[src/rtl/csr_pkg.sv]
// csr_pkg: shared CSR addresses, trap cause codes, mstatus bit positions and FSM encoding
package csr_pkg;
    localparam logic [11:0] CSR_MSTATUS   = 12'h300;
    localparam logic [11:0] CSR_MISA      = 12'h301;
    localparam logic [11:0] CSR_MIE       = 12'h304;
    localparam logic [11:0] CSR_MTVEC     = 12'h305;
    localparam logic [11:0] CSR_MSCRATCH  = 12'h340;
    localparam logic [11:0] CSR_MEPC      = 12'h341;
    localparam logic [11:0] CSR_MCAUSE    = 12'h342;
    localparam logic [11:0] CSR_MTVAL     = 12'h343;
    localparam logic [11:0] CSR_MIP       = 12'h344;
    localparam logic [11:0] CSR_MCYCLE    = 12'hB00;
    localparam logic [11:0] CSR_MCYCLEH   = 12'hB80;
    localparam logic [11:0] CSR_MINSTRET  = 12'hB02;
    localparam logic [11:0] CSR_MINSTRETH = 12'hB82;
    localparam logic [11:0] CSR_MHARTID   = 12'hF14;

    localparam logic [31:0] CAUSE_ILLEGAL = 32'd2;
    localparam logic [31:0] CAUSE_EBREAK  = 32'd3;
    localparam logic [31:0] CAUSE_ECALL   = 32'd11;
    localparam logic [31:0] CAUSE_MTI     = 32'h8000_0007;
    localparam logic [31:0] CAUSE_MEI     = 32'h8000_000B;

    localparam int MSTATUS_MIE  = 3;
    localparam int MSTATUS_MPIE = 7;
    localparam int IRQ_MEI      = 11;
    localparam int IRQ_MTI      = 7;
    localparam logic [31:0] MIE_MASK = 32'h0000_0880;

    localparam logic [0:0] ST_RUN   = 1'b0;
    localparam logic [0:0] ST_FLUSH = 1'b1;
endpackage

[src/rtl/csr_counter64.sv]
// csr_counter64: 64-bit counter with increment and independent 32-bit half writes
module csr_counter64 (
    input  logic        clk,
    input  logic        rst,
    input  logic        inc,
    input  logic        wr_lo,
    input  logic        wr_hi,
    input  logic [31:0] wdata,
    output logic [63:0] q
);
    // a half write suppresses the increment and leaves the other half untouched
    always_ff @(posedge clk) begin
        if (rst) q <= '0;
        else if (wr_lo) q <= {q[63:32], wdata};
        else if (wr_hi) q <= {wdata, q[31:0]};
        else q <= q + {63'b0, inc};
    end
endmodule

[src/rtl/csr_trap_unit.sv]
// csr_trap_unit: machine-mode CSR file, CSRRW/RS/RC execution, trap/MRET arbitration and redirect
module csr_trap_unit
    import csr_pkg::*;
#(
    parameter logic [31:0] MTVEC_RESET = 32'h0000_0100,
    parameter logic [31:0] MISA_VAL    = 32'h4000_0100,
    parameter logic [31:0] HART_ID     = 32'd0
) (
    input  logic        clk,
    input  logic        rst,
    input  logic        ex_valid,
    input  logic [31:0] ex_pc,
    input  logic [11:0] csr_add,
    input  logic        csr_read,
    input  logic        csr_write,
    input  logic        csr_set,
    input  logic        csr_clear,
    input  logic [31:0] csr_wdata,
    input  logic        ecall,
    input  logic        ebreak,
    input  logic        illegal_inst,
    input  logic        mret_in,
    input  logic        ext_irq,
    input  logic        timer_irq,
    output logic [31:0] csr_rdata,
    output logic        trap,
    output logic        mret,
    output logic [31:0] redirect_pc
);
    logic [0:0]  state;
    logic        mst_mie, mst_mpie;
    logic [31:0] mie_r, mtvec, mscratch, mepc, mcause, mtval;
    logic [63:0] mcycle, minstret;
    logic [31:0] old_val, new_val, cause, base, vec_off;
    logic        impl, act, csr_op, wr_req, ro, illegal, irq_e, irq_t, do_wr;

    always_comb begin
        impl = 1'b1;
        old_val = '0;
        case (csr_add)
            CSR_MSTATUS:   old_val = {19'b0, 2'b11, 3'b0, mst_mpie, 3'b0, mst_mie, 3'b0};
            CSR_MISA:      old_val = MISA_VAL;
            CSR_MIE:       old_val = mie_r;
            CSR_MTVEC:     old_val = mtvec;
            CSR_MSCRATCH:  old_val = mscratch;
            CSR_MEPC:      old_val = mepc;
            CSR_MCAUSE:    old_val = mcause;
            CSR_MTVAL:     old_val = mtval;
            CSR_MIP:       old_val = {20'b0, ext_irq, 3'b0, timer_irq, 7'b0};
            CSR_MCYCLE:    old_val = mcycle[31:0];
            CSR_MCYCLEH:   old_val = mcycle[63:32];
            CSR_MINSTRET:  old_val = minstret[31:0];
            CSR_MINSTRETH: old_val = minstret[63:32];
            CSR_MHARTID:   old_val = HART_ID;
            default:       impl = 1'b0;
        endcase
    end

    assign act     = ex_valid & (state == ST_RUN);
    assign csr_op  = csr_read | csr_write | csr_set | csr_clear;
    assign wr_req  = csr_write | ((csr_set | csr_clear) & (|csr_wdata));
    assign new_val = csr_write ? csr_wdata : csr_set ? (old_val | csr_wdata) : (old_val & ~csr_wdata);
    assign ro      = (&csr_add[11:10]) | (csr_add == CSR_MIP);
    assign illegal = illegal_inst | (csr_op & (~impl | (wr_req & ro)));
    assign irq_e   = mst_mie & mie_r[IRQ_MEI] & ext_irq;
    assign irq_t   = mst_mie & mie_r[IRQ_MTI] & timer_irq;
    assign cause   = irq_e ? CAUSE_MEI : irq_t ? CAUSE_MTI : illegal ? CAUSE_ILLEGAL :
                     ebreak ? CAUSE_EBREAK : CAUSE_ECALL;
    assign trap    = act & (irq_e | irq_t | illegal | ebreak | ecall);
    assign mret    = act & mret_in & ~trap;
    assign do_wr   = act & ~trap & ~mret_in & wr_req;

    // vectored mode only offsets interrupts; exceptions always land on the base
    assign base    = {mtvec[31:2], 2'b00};
    assign vec_off = (mtvec[1:0] == 2'b01 && cause[31]) ? {25'b0, cause[4:0], 2'b00} : 32'b0;
    assign redirect_pc = trap ? base + vec_off : mret ? mepc : 32'b0;
    assign csr_rdata   = (ex_valid & csr_read) ? old_val : 32'b0;

    always_ff @(posedge clk) begin
        if (rst) begin
            state    <= ST_RUN;
            mst_mie  <= 1'b0;
            mst_mpie <= 1'b0;
            mie_r    <= '0;
            mtvec    <= MTVEC_RESET;
            mscratch <= '0;
            mepc     <= '0;
            mcause   <= '0;
            mtval    <= '0;
        end else begin
            state <= (state == ST_RUN && (trap | mret)) ? ST_FLUSH : ST_RUN;
            if (trap) begin
                mepc     <= ex_pc & ~32'h3;
                mcause   <= cause;
                mtval    <= (cause == CAUSE_EBREAK) ? ex_pc : 32'b0;
                mst_mpie <= mst_mie;
                mst_mie  <= 1'b0;
            end else if (mret) begin
                mst_mie  <= mst_mpie;
                mst_mpie <= 1'b1;
            end else if (do_wr) begin
                case (csr_add)
                    CSR_MSTATUS: begin
                        mst_mie  <= new_val[MSTATUS_MIE];
                        mst_mpie <= new_val[MSTATUS_MPIE];
                    end
                    CSR_MIE:      mie_r    <= new_val & MIE_MASK;
                    CSR_MTVEC:    mtvec    <= new_val;
                    CSR_MSCRATCH: mscratch <= new_val;
                    CSR_MEPC:     mepc     <= new_val & ~32'h3;
                    CSR_MCAUSE:   mcause   <= new_val;
                    CSR_MTVAL:    mtval    <= new_val;
                    default: ;
                endcase
            end
        end
    end

    csr_counter64 u_mcycle (
        .clk   (clk),
        .rst   (rst),
        .inc   (1'b1),
        .wr_lo (do_wr && csr_add == CSR_MCYCLE),
        .wr_hi (do_wr && csr_add == CSR_MCYCLEH),
        .wdata (new_val),
        .q     (mcycle)
    );

    csr_counter64 u_minstret (
        .clk   (clk),
        .rst   (rst),
        .inc   (act & ~trap),
        .wr_lo (do_wr && csr_add == CSR_MINSTRET),
        .wr_hi (do_wr && csr_add == CSR_MINSTRETH),
        .wdata (new_val),
        .q     (minstret)
    );
endmodule

[config.mk]
export PLATFORM = sky130hd
export DESIGN_NAME = csr_trap_unit
export DESIGN_NICKNAME = d
export VERILOG_FILES = /design/src/rtl/csr_pkg.sv /design/src/rtl/csr_counter64.sv /design/src/rtl/csr_trap_unit.sv
export SDC_FILE = /design/constraint.sdc
export NUM_CORES = 1
export LEC_CHECK = 0
export CAP_MARGIN = 20
export CELL_PAD_IN_SITES_DETAIL_PLACEMENT = 0
export CELL_PAD_IN_SITES_GLOBAL_PLACEMENT = 2
export CORE_UTILIZATION = 32
export CTS_CLUSTER_SIZE = 24
export DETAILED_ROUTE_END_ITERATION = 10
export PLACE_DENSITY = 0.84
export SLEW_MARGIN = 10
export SYNTH_ARGS = -nofsm -noshare
export SYNTH_HDL_FRONTEND = slang
export SYNTH_SLANG_ARGS = --single-unit
[constraint.sdc]
create_clock -name clk -period 4.53 [get_ports clk]
set_input_delay 0.6795 -clock clk [delete_from_list [all_inputs] [get_ports clk]]
set_output_delay 0.6795 -clock clk [all_outputs]
set_load 0.02 [all_outputs]
==> impl_results.md <==
- Status: finished, final reports clean
- Multi-input combinational cell area: 0.0123 mm^2
- IO buf count: 152
- Gate power share: 0.112
- Diode count: 0
- Slew @ Worst Pin: 1.16 ns
- Max-slew violations: 0
- Number of global-route vias before repair: 21130
- Max-Cap Viols: 0
- Post-synth EDFFs: 0
- Largest net degree at the start of global routing: 199
- Most Crowded Layer GR: met2
- Number of vias per cell: 6.36
- Placer congestion estimate: 0.989
- Critical R2R Capture: u_minstret.q[60]
- M3 GR Usage: 0.0599
- Num CTS Buffers: 38
- Clock Power Share: 0.479
- Gr usage total: 0.330
- GR Util met2: 0.510
- Worst Path Required: 3.85 ns
- Synth top area share: 0.306
- Worst skew pair latency: 0.57 ns
- Die ar.: 0.0605 mm^2
- Fin worst setup slack: 0.00344 ns
- Register area share after synthesis: 0.306
- Post-DP Area: 0.0232 mm^2
- Worst Setup Start Kind: primary input
- Finished Layout Cells: 3505
- Main area contributors after synthesis: dfxtp_1 31%, mux2i_1 5.3%, nor2_1 4.6%
- Crit path DAT: 3.85 ns
- Cell Pwr Density: 263 mW/mm^2
- #FFs+latches synth: 291
- Nets: 2800
- Width of the die: 246 um
- Die H: 246 um
- Initial DRT Pass Iterations: 7
- Reg2Reg Depth: 14
- Post-route cell area: 0.0246 mm^2
- Antenna Nets Post-Route: 0
- First-pass GRT wire length: 148 mm
- WL/cell: 29.3 um
- Clock skew: 0.0184 ns
- DRC viols: 0
- Setup TNS Final: 0 ns
- Final setup fails: 0
- Root buf cell: clkbuf_16
- # H-tree levels: 2
- Main synth FF type: dfxtp_1
- Worst Setup Path Type: in -> out
- Period utilization: 0.999
- Ys async rst share: 0
- Fillcell total: 5946
- R2R setup slack: 0.81 ns
- 1st-iter DRT viols: 3047
- Synth area leader: dfxtp_1
- Max clock buf depth: 3
- Mapped Area: 0.0191 mm^2
- P_sw: 1.80 mW
- CTS tree: done
- Yosys warnings: 0
- Top-count cell post-synth: dfxtp_1
- Io pins: 155
- GR Overflow Total: 0
- Row Count: 89
- Max_slew headroom: 0.224
- Core area: 0.0589 mm^2
- Worst IR drop on VDD: 0.245 mV
- Place WS: -0.447 ns
- # placed instances: 3433
- Synth Instances: 2425
- Drt total wl: 103 mm
- Initial antenna violation count: 0
- Crit. Startpoint: csr_add[3]
- Syn_area_per_cell: 7.86 um^2
- Fmax: 221 MHz
- Met1 Use GR: 0.435
- Synth-to-layout area growth: 29.0%
- Worst r2r src: mie_r[11]
- HPWL Detailed: 75.5 mm
- RSZ-0062 raised after global routing: yes
- Int Power: 4.67 mW
- Reg area: 0.00583 mm^2
- Pleak: 8.84 nW
- Clk slew on worst S/H paths: 0.06 ns
- Hold-fix buffer count after cts: 0
- Post-synth top cells: 291 x dfxtp_1, 234 x nor2_1, 199 x nand2_1, 144 x a21oi_1, 121 x clkbuf_1
- Share of cells above drive strength 1: 0.176
- CP endpoint kind: primary output
- Via Count: 22307
- Sw frac: 0.278
- Period minus WS final: 4.53 ns
- Hold Fails Final Rpt: 0
- Synth cell types: 98
- Finished Core Util: 0.417
- Initial core utilization: 0.323
- Crit path to: csr_rdata[8]
- Seq pwr share: 0.409
- Min-Delay Path Class: in -> reg
- Clock tree sinks: 291
- Crit path max fanout: 13
## routing by layer
| layer | vias to the layer above | part of all wire | wire length [um] |
|---|---|---|---|
| met5 | - | 0 | 0 |
| li1 | 9847 | - | - |
| met1 | 10942 | 0.41 | 42300 |
| met2 | 1265 | 0.44 | 45200 |
| met4 | 0 | 0.058 | 5930 |
| met3 | 253 | 0.089 | 9180 |
## through the flow
step	power, mW	hold slack, ns
finish	6.47	0.428
global route	6.62	0.429
CTS	6.47	0.412
detailed placement	3.40	0.464
global placement	3.39	0.453
floorplan	2.98	0.434
## final cells by class
class                   instances  share of cell area
multi-input cells            1850               0.499
inverters                      72              0.0110
clock buffers                  55              0.0446
repair buffers                450               0.163
flip-flops and latches        291               0.237
clock inverters                14             0.00596
well taps                     773              0.0394
## timing repair
action,in CTS,in global routing
setup buffers,0,2
gates resized for setup,43,44
cloned,0,0
endpoints found under the setup margin,41,66
pin swaps,1,3
## kinds of logic (layout without fill, tap and decap cells)
family                   count (synthesis)  after routing  synth area share
AO/OA/AOI/OAI                          819            819             0.311
XOR/XNOR                                35             35            0.0161
AND/OR/NAND/NOR                        864            864             0.231
multiplexers                           122            122            0.0655
buffers and inverters                  285            591            0.0644
adder cells (fa/ha/maj)                  8              8           0.00565
other                                    1              2          0.000197
flip-flops                             291            291             0.306
## worst min path at each step
stage                   start             end  slack (ns)  cells after the start
2_1_floorplan  u_mcycle.q[36]  u_mcycle.q[36]        0.43                      2
3_3_place_gp        mtval[16]       mtval[16]        0.45                      2
3_5_place_dp        mtval[28]       mtval[28]        0.46                      2
4_1_cts                   rst       mie_r[11]        0.41                      2
5_1_grt                   rst       mcause[3]        0.43                      2
6_report                  rst       mie_r[11]        0.43                      2
## power by group through the flow
stage | Clock [mW] | Sequential, mW | Combinational (mW)
4_1_cts | 3.13 | 2.64 | 0.703
6_report | 3.10 | 2.64 | 0.726
5_1_grt | 3.22 | 2.64 | 0.746
3_3_place_gp | 0 | 2.70 | 0.694
3_5_place_dp | 0 | 2.70 | 0.699
2_1_floorplan | 0 | 2.67 | 0.301
## worst max-delay path, cell delays in order
cell and delay [ns]:
clkdlybuf4s50_1 0.51, buf_4 0.26, nor4bb_4 0.08, buf_4 0.16, and3_1 0.22, buf_4 0.18, a22o_1 0.29, a2111oi_0 0.77
nor2_1 0.09, clkdlybuf4s50_1 0.61
## flip-flops by register name, indices dropped and copies added (netlist names)
name / flops
u_mcycle.q: 64
u_minstret.q: 64
mcause: 32
mscratch: 32
mtval: 32
mtvec: 32
mepc: 30
mie_r: 2
mst_mie: 1
mst_mpie: 1
state: 1
## layout by cell type (no fill, tap or decap), types with 21 or more instances in the layout
cell type and n:
a21oi_1 141, nor3_1 73, clkbuf_16 39, nand2_1 198, dlygate4sd2_1 23, nor4_1 22, xor2_1 23, nand4_1 42
and4_1 25, buf_4 270, mux2_2 21, a2bb2oi_1 22, a31oi_1 60, a22oi_1 97, dfxtp_1 291, o21ai_0 113
a211oi_1 56, nor2_1 230, o31a_1 21, a22o_1 48, o22ai_1 37, clkdlybuf4s50_1 115, mux2i_1 101, a221oi_1 32
a32oi_1 40, inv_1 72, nand3_1 94, and3_1 43, buf_12 24
Note: power is estimated with default switching activity, not from simulation.
